`src/rtl/cfg_pkg.sv`:
```
// Shared constants, state type and frame-length helper for the config chain.
package cfg_pkg;

  localparam int unsigned DEF_SHIFT_LEN = 16;
  localparam int unsigned DEF_ID_WIDTH  = 3;

  typedef enum logic [1:0] {
    IDLE = 2'd0,
    SEND = 2'd1,
    GAP  = 2'd2
  } cfg_state_e;

  function automatic int unsigned FRAME_LEN(input int unsigned id_width,
                                            input int unsigned shift_len);
    return id_width + shift_len;
  endfunction

endpackage

```
`src/rtl/cfg_piso.sv`:
```
// Loadable parallel-in/serial-out register; shifts MSB out first and fills with zeros,
// so it reads back 0 once a full frame has been shifted.
module cfg_piso #(
  parameter int unsigned WIDTH = 19
) (
  input  logic             clk,
  input  logic             crst,
  input  logic             i_load,
  input  logic             i_shift,
  input  logic [WIDTH-1:0] i_par,
  output logic             o_sout
);

  logic [WIDTH-1:0] r_sr;

  always_ff @(posedge clk or posedge crst) begin
    if (crst) begin
      r_sr <= '0;
    end else if (i_load) begin
      r_sr <= i_par;
    end else if (i_shift) begin
      r_sr <= r_sr << 1;
    end
  end

  assign o_sout = r_sr[WIDTH-1];

endmodule

```
`src/rtl/cfg_loader.sv`:
```
// Config-chain head transmitter: one addressed frame (ID MSB-first, payload LSB-first) per request.
// Optional tail monitor for unclaimed frames under `define CFG_LOADER_LOOPBACK_EN.
module cfg_loader
  import cfg_pkg::*;
#(
  parameter int unsigned SHIFT_LEN  = DEF_SHIFT_LEN,
  parameter int unsigned ID_WIDTH   = DEF_ID_WIDTH,
  parameter int unsigned GAP_CYCLES = 2
) (
  input  logic                 clk,
  input  logic                 crst,
  input  logic                 word_valid,
  output logic                 word_ready,
  input  logic [ID_WIDTH-1:0]  word_id,
  input  logic [SHIFT_LEN-1:0] word_data,
  output logic                 busy,
  output logic [15:0]          frames_sent,
  output logic                 cfg_in_start,
  output logic                 cfg_bit_in
`ifdef CFG_LOADER_LOOPBACK_EN
  ,
  input  logic                 chain_out_start,
  input  logic                 chain_bit_out,
  output logic [7:0]           unclaimed_cnt,
  output logic [ID_WIDTH-1:0]  unclaimed_id
`endif
);

  localparam int unsigned F  = FRAME_LEN(ID_WIDTH, SHIFT_LEN);
  localparam int unsigned CW = $clog2(F);
  localparam int unsigned GW = (GAP_CYCLES + 1 <= 2) ? 1 : $clog2(GAP_CYCLES + 1);

  cfg_state_e      r_state;
  logic [CW-1:0]   r_cnt;
  logic [GW-1:0]   r_gap;
  logic            r_start;
  logic [15:0]     r_frames;
  logic [F-1:0]    w_frame;
  logic            w_accept;

  // Payload is bit-reversed so a single MSB-first shifter yields ID MSB-first, payload LSB-first.
  always_comb begin
    w_frame = '0;
    w_frame[F-1 -: ID_WIDTH] = word_id;
    for (int unsigned i = 0; i < SHIFT_LEN; i++) begin
      w_frame[SHIFT_LEN-1-i] = word_data[i];
    end
  end

  assign w_accept = (r_state == IDLE) && word_valid;

  always_ff @(posedge clk or posedge crst) begin
    if (crst) begin
      r_state  <= IDLE;
      r_cnt    <= '0;
      r_gap    <= '0;
      r_start  <= 1'b0;
      r_frames <= '0;
    end else begin
      case (r_state)
        IDLE: begin
          if (word_valid) begin
            r_state <= SEND;
            r_cnt   <= '0;
            r_start <= 1'b1;
          end
        end
        SEND: begin
          r_start <= 1'b0;
          if (r_cnt == CW'(F - 1)) begin
            r_cnt    <= '0;
            r_frames <= r_frames + 16'd1;
            r_gap    <= '0;
            r_state  <= (GAP_CYCLES == 0) ? IDLE : GAP;
          end else begin
            r_cnt <= r_cnt + CW'(1);
          end
        end
        GAP: begin
          if (r_gap == GW'(GAP_CYCLES - 1)) begin
            r_state <= IDLE;
          end else begin
            r_gap <= r_gap + GW'(1);
          end
        end
        default: r_state <= IDLE;
      endcase
    end
  end

  cfg_piso #(.WIDTH(F)) u_piso (
    .clk     (clk),
    .crst    (crst),
    .i_load  (w_accept),
    .i_shift (r_state == SEND),
    .i_par   (w_frame),
    .o_sout  (cfg_bit_in)
  );

  assign word_ready   = (r_state == IDLE);
  assign busy         = (r_state != IDLE);
  assign cfg_in_start = r_start;
  assign frames_sent  = r_frames;

`ifdef CFG_LOADER_LOOPBACK_EN
  localparam int unsigned KW = $clog2(ID_WIDTH + 1);

  logic [ID_WIDTH-1:0] r_cap;
  logic [KW-1:0]       r_cap_cnt;
  logic                r_cap_act;
  logic [7:0]          r_unc_cnt;
  logic [ID_WIDTH-1:0] r_unc_id;

  // The tail start strobe coincides with the first ID bit, so capture begins in that cycle.
  always_ff @(posedge clk or posedge crst) begin
    if (crst) begin
      r_cap     <= '0;
      r_cap_cnt <= '0;
      r_cap_act <= 1'b0;
      r_unc_cnt <= '0;
      r_unc_id  <= '0;
    end else if (chain_out_start) begin
      r_cap     <= (r_cap << 1) | ID_WIDTH'(chain_bit_out);
      r_cap_cnt <= KW'(1);
      r_cap_act <= 1'b1;
      if (r_unc_cnt != 8'hFF) begin
        r_unc_cnt <= r_unc_cnt + 8'd1;
      end
    end else if (r_cap_act) begin
      if (r_cap_cnt == KW'(ID_WIDTH)) begin
        r_unc_id  <= r_cap;
        r_cap_act <= 1'b0;
      end else begin
        r_cap     <= (r_cap << 1) | ID_WIDTH'(chain_bit_out);
        r_cap_cnt <= r_cap_cnt + KW'(1);
      end
    end
  end

  assign unclaimed_cnt = r_unc_cnt;
  assign unclaimed_id  = r_unc_id;
`endif

endmodule

```
`config.mk`:
```
export PLATFORM = sky130hd
export DESIGN_NAME = cfg_loader
export DESIGN_NICKNAME = d
export VERILOG_FILES = /design/src/rtl/cfg_pkg.sv /design/src/rtl/cfg_piso.sv /design/src/rtl/cfg_loader.sv
export SDC_FILE = /design/constraint.sdc
export NUM_CORES = 1
export LEC_CHECK = 0
export ABC_AREA = 1
export BUFFER_PORTS_ARGS = -buffer_cell sky130_fd_sc_hd__buf_2
export CAP_MARGIN = 20
export CORE_AREA = 4 4 71 73
export DETAILED_ROUTE_END_ITERATION = 6
export DIE_AREA = 0 0 75 77
export PLACE_DENSITY = 0.68
export SETUP_SLACK_MARGIN = 0.15
export SLEW_MARGIN = 20
export SYNTH_ARGS = -nofsm -noshare
export SYNTH_HDL_FRONTEND = slang
export SYNTH_SLANG_ARGS = --single-unit
export TNS_END_PERCENT = 30
```
`constraint.sdc`:
```
create_clock -name clk -period 3.1 [get_ports clk]
set_input_delay 0.62 -clock clk [delete_from_list [all_inputs] [get_ports clk]]
set_output_delay 0.62 -clock clk [all_outputs]
set_load 0.005 [all_outputs]
```
==> reports/metrics.yaml <==
outcome:
  status: "complete, no violations"
final_layout:
  areaGrowthSynthToFinish_pct: 16.19
  nNetsFinal: 331
  layout-drive-gt1-share_pct: 20.26
  antenna_cells: 0
synthesis:
  syn_nets: 286
  syn_inst: 260
  synthMuxAreaShare_pct: 0
  async_flop_share_pct: 100.0
  yosysSeqAreaShare_pct: 51.84
  synth_area_um2: 2172
  yosysMostFrequentCell: "nand2_1"
  synth_edf_count: 0
  synth_top_family_by_area: "simple AND/OR/NAND/NOR gates"
  synth_cell_types: 28
  ys_top_cells_by_area: "dfrtp_1 52%, nand2_1 17%, nand3_1 5.5%"
  synth_fa_ha_area_share_pct: 2.304
  yosysTopAreaCellShare_pct: 51.84
  synth-simple-area-share_pct: 31.80
  synth_xor_area_share_pct: 3.226
  yosysWarningCount: 0
  synth_compound_area_share_pct: 4.435
  synthFlopType: "dfrtp_1"
  netlist_top_cells_count: "99 x nand2_1, 45 x dfrtp_1, 24 x inv_1, 24 x nand3_1, 12 x nor2_1"
  synth_top_cell_by_area: "dfrtp_1"
  ys_ff_latch: 45
  synth.avg_cell_area_um2: 8.354
setup_path:
  crit_type: "flip-flop to output pin"
  critical_path_required_ns: 2.48
  cp_cell_sequence: "nor2_2, buf_2"
  startpoint: "r_state[1]"
  cp-endpoint: "word_ready"
  path_buf_inv: 1
  setup.worst_path.end_class: "output pin"
  crit_path_start_kind: "flip-flop"
  r2r_start: "r_cnt[0]"
  worstRegToRegCells: 9
  crit_family: "flip-flops"
  slowest_delay_ns: 0.47
  ff2ff_setup_slack_ns: 1.43
  slowest_stage: "dfrtp_1"
  worst-endpoint-arrival_ns: 1.05
  rr_endpoint: "frames_sent[15]"
  crit_fanout: 4
  cp.depth: 2
die:
  dieArea_um2: 5775
  core_um2: 4354
  die_h_um: 77
  rows: 24
  start_util_pct: 49.89
  dieWidth_um: 75
  ios: 42
route:
  antenna_left: 0
  drt_first_pass_iters: 4
  drt-vias-per-instance: 5.036
  vias: 1803
  wl_per_cell_um: 11.65
  postRouteWirelength_um: 4171
  first_iter_violations: 49
  route.detailed.drc: 0
place:
  place_ws_ns: 1.426
  place_hpwl_um: 3046
  io_buffer_count: 41
  gp_congestion: 0.7498
timing:
  setup_ws_ns: 1.430
  fmax_mhz: 598.9
  max_slew_margin_pct: 59.24
  worst_slew_pin_slew_ns: 0.6076
  finalCriticalPeriod_ns: 1.670
  final-hold-violation-count: 0
  fin_hold_ws_ns: 0.3052
  report.final.slew_viol_count: 0
  grt_setup_unrepaired: "no"
  finalCritPeriodShare_pct: 53.86
  setup_viol: 0
  fin_setup_tns_ns: 0
  skew_ns: 0.007483
clock_tree:
  clk_path_buf_depth: 2
  clock_sinks: 45
  post-cts-setup-buffers: 0
  htree_levels: 2
  cts.clk_slew.worst_paths_ns: 0.08
  cts_tree: "built"
  clk_latency_ns: 0.30
  cts_root_buffer: "clkbuf_8"
  ctsHoldBuffers: 0
  cts_buffers: 5
  cts-resized-gates: 0
global_route:
  grt_use_total_pct: 15.98
  grt_pass1_vias: 1667
  grt_pass1_wl_um: 7334
  grt-ovfl-total: 0
  grt_max_degree: 30
  antenna_found_initial: 0
power_and_ir_drop:
  sw_frac_of_total_pct: 35.15
  seq_power_share_pct: 47.5
  switchingPower_uw: 627.8
  combinationalPowerShare_pct: 30.3
  p_int_mw: 1.158
  powerDensity_nw_per_um2: 707.6
  total_leakage_power_nw: 1.299
  vdd_ir_drop_max_mv: 0.4918
  clockPowerShare_pct: 22.2
flow_run:
  drv_cap: 0
min_path:
  hold_path.class: "input pin to async pin"
## sequential cells by signal (all words and copies together) (netlist names)
signal,flops
cfg_in_start,1
r_cnt,5
r_state,2
frames_sent,16
r_gap,2
u_piso.r_sr,19
## placed cells by master, fill, tap and decap left out, drive strengths merged, types with 3 or more instances in the layout
| cell type | netlist | final |
|---|---|---|
| inv | 29 | 28 |
| ha | 4 | 4 |
| buf | 3 | 42 |
| nand3 | 25 | 25 |
| o21ai | 6 | 6 |
| xor2 | 6 | 6 |
| dfrtp | 45 | 45 |
| nand2 | 101 | 101 |
| nor2 | 16 | 16 |
| o221ai | 3 | 3 |
| nand4 | 6 | 6 |
| nor3 | 4 | 4 |
| nand3b | 3 | 3 |
| clkbuf | 1 | 7 |
## kinds of logic after synthesis
family | count (synthesis)
DFF | 45
and+or+nand+nor | 155
adders and majority gates | 4
AOI/OAI and AO/OA | 15
xor gates and xnor gates | 8
buffers and inverters | 33
## layout make-up
| class | instances | area, µm² |
|---|---|---|
| clock buffer | 7 | 96.34 |
| timing repair buffer | 42 | 212.7 |
| fill | 409 | 1831 |
| inverter | 29 | 111.4 |
| tap | 52 | 65.06 |
| multi-input combinational | 182 | 907.1 |
| sequential | 45 | 1126 |
| clock inverter | 1 | 5.005 |
## power by group through the flow
stage | Clock (mW) | Sequential [mW] | Combinational, mW
CTS | 0.409 | 0.848 | 0.554
global placement | 0 | 0.854 | 0.541
finish | 0.397 | 0.849 | 0.541
detailed placement | 0 | 0.859 | 0.551
floorplan | 0 | 0.840 | 0.430
global route | 0.429 | 0.871 | 0.632
## routing by layer
layer  vias up  routed length, µm  global-route usage [%]
li1        915                  -                       -
met1       837               1918                   21.44
met2        43               1980                   25.17
met3         8                198                   3.137
met4         0                 73                   5.872
met5         -                  0                       0
## metrics by stage
stage	area, µm²	total power [mW]	instances	utilization, %
global route	2524	1.933	358	57.96
CTS	2524	1.812	358	57.96
detailed placement	2422	1.410	350	55.63
finish	2524	1.786	358	57.96
floorplan	2172	1.270	260	-
global placement	2422	1.395	350	55.63
## worst min-delay path by stage
stage | from | end | slack, ns | depth (start not counted)
floorplan | u_piso.r_sr[10] | u_piso.r_sr[10] | 0.45 | 2
global placement | cfg_in_start | cfg_in_start | 0.45 | 2
detailed placement | cfg_in_start | cfg_in_start | 0.46 | 2
CTS | crst | u_piso.r_sr[2] | 0.31 | 2
global route | crst | u_piso.r_sr[4] | 0.33 | 2
finish | crst | u_piso.r_sr[2] | 0.31 | 2
Power figures use the tool's default switching activity.
